==> src/rtl/bus_region_router.sv <==
// Registered bus router: decodes a request against base/mask regions, holds the
// selected slave until it acks or the wait budget runs out, then returns a response.
module bus_region_router #(
    parameter int ADDR_WIDTH = 8,
    parameter int DATA_WIDTH = 8,
    parameter int NUM_SLAVES = 4,
    parameter logic [NUM_SLAVES*ADDR_WIDTH-1:0] SLAVE_BASE = {8'h30, 8'h20, 8'h10, 8'h00},
    parameter logic [NUM_SLAVES*ADDR_WIDTH-1:0] SLAVE_MASK = {8'hF0, 8'hF0, 8'hF0, 8'hF0},
    parameter int TIMEOUT    = 16
) (
    input  logic                             clk,
    input  logic                             rst,
    input  logic                             req_valid,
    output logic                             req_ready,
    input  logic                             req_write,
    input  logic [ADDR_WIDTH-1:0]            req_addr,
    input  logic [DATA_WIDTH-1:0]            req_wdata,
    output logic [NUM_SLAVES-1:0]            slv_sel,
    output logic                             slv_write,
    output logic                             slv_read,
    output logic [ADDR_WIDTH-1:0]            slv_addr,
    output logic [DATA_WIDTH-1:0]            slv_wdata,
    input  logic [NUM_SLAVES-1:0]            slv_ack,
    input  logic [NUM_SLAVES*DATA_WIDTH-1:0] slv_rdata,
    output logic                             resp_valid,
    output logic                             resp_err,
    output logic [DATA_WIDTH-1:0]            resp_rdata,
    output logic [7:0]                       err_count
);

    localparam int CNT_W = (TIMEOUT > 2) ? $clog2(TIMEOUT) : 1;
    localparam logic [CNT_W-1:0] LAST_WAIT = CNT_W'(TIMEOUT - 1);

    typedef enum logic [1:0] {
        IDLE   = 2'd0,
        ACCESS = 2'd1,
        RESP   = 2'd2
    } state_t;

    state_t                  state_q;
    state_t                  state_d;
    logic [NUM_SLAVES-1:0]   sel_q;
    logic                    write_q;
    logic [ADDR_WIDTH-1:0]   addr_q;
    logic [DATA_WIDTH-1:0]   wdata_q;
    logic [CNT_W-1:0]        wait_cnt;
    logic                    resp_err_q;
    logic [DATA_WIDTH-1:0]   resp_rdata_q;
    logic [7:0]              err_count_q;

    logic [NUM_SLAVES-1:0]   hit_sel;
    logic                    hit;
    logic                    ack_sel;
    logic                    timed_out;
    logic [DATA_WIDTH-1:0]   rdata_mux;

    function automatic logic [7:0] sat_inc(input logic [7:0] v);
        return (v == 8'hFF) ? v : v + 8'd1;
    endfunction

    // Region decode; scanning downward lets the lowest matching index win.
    always_comb begin
        hit_sel = '0;
        hit     = 1'b0;
        for (int i = NUM_SLAVES - 1; i >= 0; i--) begin
            if ((req_addr & SLAVE_MASK[i*ADDR_WIDTH +: ADDR_WIDTH]) ==
                SLAVE_BASE[i*ADDR_WIDTH +: ADDR_WIDTH]) begin
                hit_sel    = '0;
                hit_sel[i] = 1'b1;
                hit        = 1'b1;
            end
        end
    end

    // Only the selected slave's ack and data are visible; sel_q is one-hot or zero.
    always_comb begin
        rdata_mux = '0;
        for (int i = 0; i < NUM_SLAVES; i++) begin
            if (sel_q[i]) begin
                rdata_mux = rdata_mux | slv_rdata[i*DATA_WIDTH +: DATA_WIDTH];
            end
        end
    end

    assign ack_sel   = |(slv_ack & sel_q);
    assign timed_out = (wait_cnt == LAST_WAIT);

    always_comb begin
        state_d = state_q;
        case (state_q)
            IDLE: begin
                if (req_valid) begin
                    state_d = hit ? ACCESS : RESP;
                end
            end
            ACCESS: begin
                if (ack_sel || timed_out) begin
                    state_d = RESP;
                end
            end
            RESP:    state_d = IDLE;
            default: state_d = IDLE;
        endcase
    end

    always_ff @(posedge clk or posedge rst) begin
        if (rst) begin
            state_q      <= IDLE;
            sel_q        <= '0;
            write_q      <= 1'b0;
            addr_q       <= '0;
            wdata_q      <= '0;
            wait_cnt     <= '0;
            resp_err_q   <= 1'b0;
            resp_rdata_q <= '0;
            err_count_q  <= '0;
        end else begin
            state_q <= state_d;
            case (state_q)
                IDLE: begin
                    if (req_valid) begin
                        addr_q   <= req_addr;
                        wdata_q  <= req_wdata;
                        write_q  <= req_write;
                        sel_q    <= hit_sel;
                        wait_cnt <= '0;
                        if (!hit) begin
                            resp_err_q   <= 1'b1;
                            resp_rdata_q <= '0;
                            err_count_q  <= sat_inc(err_count_q);
                        end
                    end
                end
                ACCESS: begin
                    // Ack takes priority over a timeout landing in the same cycle.
                    if (ack_sel) begin
                        sel_q        <= '0;
                        resp_err_q   <= 1'b0;
                        resp_rdata_q <= write_q ? '0 : rdata_mux;
                    end else if (timed_out) begin
                        sel_q        <= '0;
                        resp_err_q   <= 1'b1;
                        resp_rdata_q <= '0;
                        err_count_q  <= sat_inc(err_count_q);
                    end else begin
                        wait_cnt <= wait_cnt + 1'b1;
                    end
                end
                RESP: begin
                    resp_err_q   <= 1'b0;
                    resp_rdata_q <= '0;
                end
                default: begin
                    sel_q <= '0;
                end
            endcase
        end
    end

    assign req_ready  = (state_q == IDLE);
    assign slv_sel    = sel_q;
    assign slv_write  = (state_q == ACCESS) &&  write_q;
    assign slv_read   = (state_q == ACCESS) && !write_q;
    assign slv_addr   = addr_q;
    assign slv_wdata  = wdata_q;
    assign resp_valid = (state_q == RESP);
    assign resp_err   = resp_err_q;
    assign resp_rdata = resp_rdata_q;
    assign err_count  = err_count_q;

endmodule

==> config.mk <==
export PLATFORM = sky130hd
export DESIGN_NAME = bus_region_router
export DESIGN_NICKNAME = d
export VERILOG_FILES = /design/src/rtl/bus_region_router.sv
export SDC_FILE = /design/constraint.sdc
export NUM_CORES = 1
export LEC_CHECK = 0
export ABC_AREA = 1
export BUFFER_PORTS_ARGS = -buffer_cell sky130_fd_sc_hd__buf_2
export CORE_ASPECT_RATIO = 0.6
export CORE_MARGIN = 2
export CORE_UTILIZATION = 52
export CTS_CLUSTER_SIZE = 10
export DETAILED_ROUTE_END_ITERATION = 8
export PLACE_DENSITY = 0.86
export SETUP_SLACK_MARGIN = 0.1
export SLEW_MARGIN = 20
export SYNTH_ARGS = -nofsm -noshare
export SYNTH_HDL_FRONTEND = slang
export SYNTH_SLANG_ARGS = --single-unit
==> constraint.sdc <==
create_clock -name clk -period 2.6 [get_ports clk]
set_input_delay 0.26 -clock clk [delete_from_list [all_inputs] [get_ports clk]]
set_output_delay 0.26 -clock clk [all_outputs]
set_load 0.01 [all_outputs]
==> run summary, run 1 <==
The worst-case headroom to the max-slew limit is 48.7%. The average footprint of a synthesized cell is 8.41 µm². The placer congestion estimate is 0.846. Measured on the finished design, the core utilization comes to 70.3%. After floorplanning, the core was sized to cover 4210 µm².

The clock period minus worst slack is 1.75 ns. The number of global-route vias before repair is 2139. The antenna diode count is 0. The fraction of final layout cells with drive strength greater than 1 is 37.9%. For this run, the slowest stage of the critical path takes 0.47 ns.

Yosys instantiated no cell more often than nand2_1. The share of total power dissipated in sequential elements is 40.8%. The flip-flop and latch count after synthesis came out at 44.

After the first detailed-routing iteration, the DRC count stood at 79. Across the VDD grid, the largest voltage drop is 0.607 mV. The share of total power in combinational logic is 42.2%. The most instantiated flip-flop cell in the synthesis netlist is dfrtp_1. Sequential elements use 47.1% of the synthesized area.

The count of boundary I/O pins came out at 97. Max-cap violations in this run came to 0. The count of nets after finishing is 434. After detailed routing, the average wire length per cell comes to 12.6 µm.

The flow ran to the end, and the final reports show no timing, DRC or antenna violations. Counting stages on the worst path, the most repeated cell is nand2_1. The leakage power came out at 1.62 nW. The number of synthesized flops with an enable pin is 0. The die boundary height is 55.9 µm.

The number of gates resized after CTS was 0. The power spent charging and discharging nets is 1.09 mW. The portion of total power attributed to the clock network is 17.1%. dfrtp_1 takes more of the synthesized area than any other cell.

The worst hold path belongs to the class primary input to async pin. The global-route usage over all layers is 22.8%. After clock tree synthesis, the clock-pin slew on the worst setup and hold paths is 0.08 ns. The estimated wirelength of the detail-placed design is 4310 µm. The floorplan step defined a die boundary enclosing 5060 µm².

The arrival time of data at the critical path endpoint is 1.98 ns. The switching share of power is 40.8%. The share of synthesized area in the top cell type comes to 47.1%. The signal on the critical path passes through nor2_4, nand2_1, nand2_1, nand2_2, inv_2, nand2_1, o21ai_1. The kind of capture point of the worst setup path is a register. The setup TNS came out at 0 ns. The cell area that synthesis handed to floorplanning was 2340 µm². The total number of placement rows came out at 18. The clock drives 44 sinks. Summing internal, switching and leakage power gives 2.67 mW. The internal portion of the total power is 1.58 mW. The first-pass GRT wire length is 9390 µm. The fraction of synthesis flops using an asynchronous set or reset pin is 100%. The detailed-router iteration count before antenna repair is 4.

In the routed layout, each cell is associated on average with a via count of 4.98. The clock tree from TritonCTS is yes. The worst endpoint required time is 2.83 ns.

CTS placed an instance of clkbuf_8 at the clock tree root. Synthesis produced a netlist with a net count of 336. Setup repair after global routing left no endpoint under its margin. The total count of max-transition violations in the final report came out at 0.

The worst path uses 67.4% of the clock period. The pin count of the biggest net entering global routing came out at 45. The power density relative to cell area came out at 902 nW/µm².

Measured in cells, the most critical reg-to-reg path has a length of 7. The path type of the worst setup path is register to register. The maximum buffer depth of the clock tree came out at 2. The count of different cell masters after synthesis is 29.

For the pin with the worst max-slew slack, the measured transition is 0.768 ns. The routed layout has 2177 vias. The final setup violation count is 0.

The die is 90.6 µm wide. Wires add up to 5510 µm. The total grt overflow is 0.

The highest attainable clock frequency came out at 570 MHz. The starting density of the core is 55.5%. The worst setup path is launched from a register.

The number of buffers added by the clock tree synthesis step is 5. After clock tree synthesis, the setup repair step added 0 buffers. The count of buffers added on input and output ports is 96.

The area growth from synthesis to layout is 26.7%. For this design, the CTS-stage hold fixing added 0 buffers. The number of antenna violations at the first check in global routing came out at 0. The post-route clock skew came out at 0.00650 ns.

The cell count after synthesis came out at 278. The maximum level of the CTS H-tree is 2. On the critical path, the stage with the largest delay is an instance of dfrtp_1.

The largest fanout of any net on the critical path is 21. The clock reaches the later pin of the worst-skew pair after 0.30 ns. The count of warnings emitted by yosys is 0.

The number of failing hold endpoints at the final stage is 0. In the synthesized netlist, the cells that appear most often are nand2_1 (113), dfrtp_1 (44), inv_1 (18), nand3_1 (17), mux2_2 (13). The antenna violation net count after detailed routing is 0. After synthesis, the cell types taking the most area are dfrtp_1 (47%), nand2_1 (18%), mux2_2 (6.3%). In the routed design, unresolved DRC markers number 0.
[layout make-up]
cell class	instances	area (µm²)
fillers	330	1250
inverters	22	87.6
multi-input cells	206	1110
flip-flops and latches	44	1100
clock buffers	6	82.6
repair buffers	97	488
clock inverters	2	15.0
well taps	60	75.1
[per-layer routing]
layer	GRT usage (%)	share of wire (%)	vias to the layer above
li1	-	-	1087
met1	29.2	46	1018
met2	37.7	47	62
met3	6.37	6.2	10
met4	7.03	1.4	0
met5	0	0	-
[power by group through the flow]
stage	registers (mW)	clock network, mW	logic, mW
3_5_place_dp	1.09	0	1.13
3_3_place_gp	1.09	0	1.08
5_1_grt	1.12	0.492	1.24
2_1_floorplan	1.14	0	0.684
4_1_cts	1.09	0.472	1.13
6_report	1.09	0.456	1.13
[through the flow]
step	area (µm²)	worst slack (ns)	hold slack, ns	cells
global placement	2860	0.956	0.421	429
finish	2960	0.847	0.0802	437
floorplan	2340	1.25	0.392	278
CTS	2960	0.859	0.0966	437
detailed placement	2860	0.877	0.426	429
global route	2960	0.660	0.144	437
[logic make-up after synthesis]
family                     after synthesis  share of synthesized area [%]
AOI/OAI and AO/OA                       15                           3.80
buffers and inverters                   28                           5.35
and+or+nand+nor                        171                           34.4
xor gates and xnor gates                 4                           1.50
DFF                                     44                           47.1
adders and majority gates                2                           1.07
muxes                                   14                           6.75
[placed cells by master, fill, tap and decap left out, drive strengths merged, types with 6 or more instances in the layout]
cell type and n:
buf 97, clkbuf 6, dfrtp 44, inv 20
mux2 14, nand2 119, nand3 20, nand4 10
nor2 18, o21ai 12
[critical path, delay by kind of cell, from the launching register on]
kind | cells | cell delay [ns]
and+or+nand+nor | 5 | 1.05
DFF | 1 | 0.47
buffers and inverters | 1 | 0.10
AOI/OAI and AO/OA | 1 | 0.06
[flip-flops by register name, indices dropped and copies added, names as in the netlist]
| name | count |
|---|---|
| slv_sel | 4 |
| slv_addr | 8 |
| resp_err | 1 |
| state_q | 2 |
| write_q | 1 |
| err_count | 8 |
| resp_rdata | 8 |
| slv_wdata | 8 |
| wait_cnt | 4 |
[path summary, 6_finish.rpt]
path / from / end / slack [ns]
max in group asynchronous: rst / resp_rdata[4] / 2.14
min: rst / err_count[3] / 0.08
max reg2reg: state_q[0] / wait_cnt[2] / 0.85
max: state_q[0] / wait_cnt[2] / 0.85
min reg2reg: resp_rdata[6] / resp_rdata[6] / 0.47
min in group clk: req_addr[3] / slv_addr[3] / 0.17
Note: power is estimated with default switching activity, not from simulation.
==> inputs of run 2 (changes only) <==
- ABC_AREA: 1 -> 0
- CORE_UTILIZATION: 52 -> 43
- PLACE_DENSITY: 0.86 -> 0.77
- clock period: 2.6 -> 1.5 ns (I/O delays scaled with it)
==> run 2 against run 1 <==
Net effect:
- the run now ends with negative setup slack left
- hold slack worse by 0.0099 ns
- highest routed layer unchanged
- maximum frequency is 9.6% higher
- register-to-register slack lost 0.95 ns
- critical path depth is 2 lower
==> run summary, run 2 <==
The number of failing hold endpoints at the final stage is 0 (unchanged). The placeable core region is 5000 µm² (was 4210 µm²). The worst flop-to-flop path startpoint is wait_cnt[0] (was state_q[0]). The total number of placement rows is 20 (was 18). The global-route usage over all layers is 23.9% (was 22.8%). The final clock period utilization by the worst path came out at 107% (was 67.4%). The count of different cell masters after synthesis came to 43 (was 29).

The count of nets after finishing came out at 388 (was 434). The worst ir drop on vdd is 0.990 mV (was 0.607 mV). The worst hold slack is 0.0703 ns (was 0.0802 ns). The die outline width was 96.7 µm (was 90.6 µm). The highest attainable clock frequency came out at 625 MHz (was 570 MHz). The estimated wirelength of the detail-placed design is 4320 µm (was 4310 µm). The mean number of vias per cell is 5.50 (was 4.98). The post-route clock skew came to 0.0120 ns (was 0.00650 ns). The final design area excluding fillers was 3660 µm² (was 2960 µm²). The worst min-delay path class is primary input to register (was primary input to async pin). The cell count after synthesis is 185 (was 278).

The most instantiated flip-flop cell in the synthesis netlist is dfrtp_1 (unchanged). The area growth from synthesis to layout came to 64.9% (was 26.7%). The pin count of the biggest net entering global routing was 45 (unchanged).

The clock tree from TritonCTS is yes (unchanged). The power density relative to cell area was 1720 nW/µm² (was 902 nW/µm²). The largest delay contributor family on the critical path was flip-flops (was simple AND/OR/NAND/NOR gates). Status: complete, but fails checks (was finished clean). The number of buffers added on ports was 96 (unchanged). The final setup violation count is 26 (was 0).

The total grt overflow came out at 0 (unchanged). The kind of capture point of the worst setup path is a register (unchanged). The count of warnings emitted by yosys came to 0 (unchanged).

The number of buffers and inverters on the critical path is 0 (was 1). The portion of the post-synthesis area used by sequential elements is 49.6% (was 47.1%). The setup slack after layout is -0.100 ns (was 0.847 ns). The clock-pin transition on the worst setup and hold timing paths came out at 0.09 ns (was 0.08 ns). The final reports fail on negative setup slack. The clock period minus worst slack is 1.60 ns (was 1.75 ns). For hold timing, the worst endpoint is slv_addr[3].

The arithmetic-cell share of the synthesized area counting full adders, half adders and majority gates is 1.13% (was 1.07%). The worst-case headroom to the max-slew limit was 70.1% (was 48.7%). The maximum buffer depth of the clock tree came out at 2 (unchanged).

The number of clock sinks is 44 (unchanged). The clock latency on the worst-skew pair is 0.31 ns (was 0.30 ns). In this run the most critical hold path is launched from req_addr[3].

The root buffer selected by CTS is clkbuf_8 (unchanged). The summed instance area of the synthesized netlist came out at 2220 µm² (was 2340 µm²). The die boundary height came out at 59.6 µm (was 55.9 µm). The average footprint of a synthesized cell came out at 12.0 µm² (was 8.41 µm²). The internal power of the cells came out at 3.99 mW (was 1.58 mW). The largest fanout of any net on the critical path is 7 (was 21). The detailed-router iteration count before antenna repair was 4 (unchanged). Commonest cells after routing, fill and taps aside: buf_2 (93), dfrtp_1 (44), buf_4 (31) (was nand2_1 (113), buf_2 (96), dfrtp_1 (44)). The fraction of the mapped netlist area in simple logic gates is 12.5% (was 34.4%). The number of antenna violations at the first check in global routing is 0 (unchanged). The endpoint of the lowest-slack register-to-register path is err_count[7] (was wait_cnt[2]).

The number of design-rule violations left by the first detailed-router iteration came to 76 (was 79). The wire length per cell after detailed routing is 17.2 µm (was 12.6 µm). The sort of element at the start of the critical path is a register (unchanged). The most common cell after layout, fill and taps aside is buf_2 (was nand2_1). The total count of max-transition violations in the final report is 0 (unchanged). The slowest cell on the critical path is dfrtp_1 (unchanged). The share of total power in combinational logic is 55.8% (was 42.2%). The switching share of power was 36.7% (was 40.8%). The antenna violation net count after detailed routing is 0 (unchanged). The worst endpoint required time came out at 1.69 ns (was 2.83 ns).

The count of boundary I/O pins came to 97 (unchanged). Main area contributors after synthesis: dfrtp_1 (50%), mux2_2 (11%), o2bb2ai_1 (3.9%) (was dfrtp_1 (47%), nand2_1 (18%), mux2_2 (6.3%)). The portion of total power attributed to the clock network is 14.9% (was 17.1%).

The pin slew with the least headroom to its limit was 0.448 ns (was 0.768 ns). The number of buffers added by the clock tree synthesis step came out at 5 (unchanged). The post-synth net total came out at 243 (was 336). The critical path's largest stage delay came to 0.41 ns (was 0.47 ns). The largest family of logic cells by synthesized area was compound AO/OA/AOI/OAI gates (was simple AND/OR/NAND/NOR gates).

The number of global-route vias before repair came out at 2204 (was 2139). The maximum level of the CTS H-tree came to 2 (unchanged). The detailed-route DRC error count is 0 (unchanged). The flip-flop and latch count after synthesis came out at 44 (unchanged).

The path type of the worst setup path is register to register (unchanged). The number of synthesized flops with an enable pin is 0 (unchanged). The total detailed-routing wirelength came out at 6830 µm (was 5510 µm). The leakage power came to 1.82 nW (was 1.62 nW). The area share of the largest cell type after synthesis came out at 49.6% (was 47.1%). The arrival time of data at the critical path endpoint came out at 1.79 ns (was 1.98 ns). The most used standard cell by instance count after synthesis is dfrtp_1 (was nand2_1). RSZ-0062 raised after global routing: true (was false).

Along the worst hold path, the cell count comes to 2. The starting density of the core is 44.3% (was 55.5%). The first-pass GRT wire length is 10800 µm (was 9390 µm).

The placer congestion estimate came out at 0.822 (was 0.846). The fraction of final layout cells with drive strength greater than 1 is 67.4% (was 37.9%). The portion of total power attributed to sequential cells came out at 29.2% (was 40.8%). The post-placement setup slack is -0.112 ns (was 0.877 ns). Commonest cells post-synth: dfrtp_1 (44), mux2_2 (21), nand2_1 (14), o2bb2ai_1 (10), a21oi_1 (9) (was nand2_1 (113), dfrtp_1 (44), inv_1 (18), nand3_1 (17), mux2_2 (13)).

The area share of xor/xnor cells in the synthesized design is 1.18% (was 1.50%). The cell accounting for the most synthesized area is dfrtp_1 (unchanged). The max-cap violation count is 0 (unchanged).

The post-synthesis mux area share is 10.7% (was 6.75%). The via count is 2185 (was 2177). CP Cell Sequence: ha_4, and3_4, nand4_4, a21oi_2, mux2_4 (was nor2_4, nand2_1, nand2_1, nand2_2, inv_2, nand2_1, o21ai_1).

The minimum setup slack among reg-to-reg paths came out at -0.10 ns (was 0.85 ns). The post-detailed-placement cell area came out at 2990 µm² (was 2860 µm²). The number of cell instances on the worst register-to-register path is 5 (was 7).

The area of the die came out at 5770 µm² (was 5060 µm²). The fraction of synthesis flops using an asynchronous set or reset pin came out at 100% (unchanged). The complex-gate fraction of the synthesized area came out at 21.1% (was 3.80%). The power spent charging and discharging nets is 2.32 mW (was 1.09 mW). The antenna diode count is 0 (unchanged).
[run 2: changes by cell type after synthesis, sizes merged, moves of 7 or more]
cell     change
nand2      -105
inv         -15
a21oi        +9
a221oi       +8
mux2         +7
nor2        -14
a22o         +9
nand3       -12
o2bb2ai     +10
[run 2: how the worst max path moves through the flow]
| stage | end | cells after the start | slack [ns] | startpoint |
|---|---|---|---|---|
| final | err_count[7] | 5 | -0.10 | wait_cnt[0] |
| after global routing | err_count[7] | 5 | -0.14 | wait_cnt[1] |
| after CTS | err_count[1] | 5 | -0.05 | wait_cnt[0] |
| after detailed placement | wait_cnt[2] | 6 | -0.11 | wait_cnt[0] |
| after global placement | err_count[6] | 5 | -0.04 | wait_cnt[0] |
| after floorplan | err_count[1] | 5 | -0.11 | slv_sel[0] |
[run 2: metrics by stage]
step	setup TNS (ns)	power [mW]	util, %	std cells
final	-0.994	6.31	73.1	397
after global routing	-2.45	6.65	73.1	397
after CTS	-0.578	5.93	69.3	394
after detailed placement	-0.706	4.20	59.8	372
after global placement	-0.122	4.15	59.8	372
after floorplan	-0.705	3.16	-	185
[run 2: power by group through the flow]
stage               clock, mW  sequential (mW)  combinational (mW)
floorplan                   0             2.03                1.13
global placement            0             1.79                2.36
detailed placement          0             1.82                2.39
CTS                     0.958             1.81                3.16
global route             1.02             1.88                3.75
finish                  0.940             1.84                3.52
[run 2: repair_timing]
item                                   in CTS  in global routing
gates resized for setup                    51                 34
hold buffers                                1                  0
setup endpoints to repair                  44                 48
cloned                                      2                  0
pin swaps                                  10                  8
endpoints found under the hold margin      44                  0
setup buffers                              11                  6
[run 2: metal layers]
metal / up-vias / share of wire (%) / global-route usage [%]
met5: - / 0 / 0
met4: 0 / 1.2 / 6.44
met3: 6 / 7.8 / 6.96
met2: 106 / 46 / 39.2
met1: 1075 / 45 / 31.8
li1: 998 / - / -
[run 2: logic make-up (layout without fill, tap and decap cells)]
| family | after synthesis | in the layout |
|---|---|---|
| flip-flops | 44 | 44 |
| XOR/XNOR | 3 | 3 |
| adder cells (fa/ha/maj) | 2 | 2 |
| AND/OR/NAND/NOR | 46 | 46 |
| multiplexers | 21 | 21 |
| buffers and inverters | 13 | 159 |
| AO/OA/AOI/OAI | 56 | 56 |
[run 2: area by class of cell]
class,count,area (µm²)
fill,323,1350
multi-input combinational,128,1330
sequential,44,1100
timing repair buffer,145,1000
tap,66,82.6
clock buffer,5,68.8
clock inverter,3,47.5
inverter,6,30.0
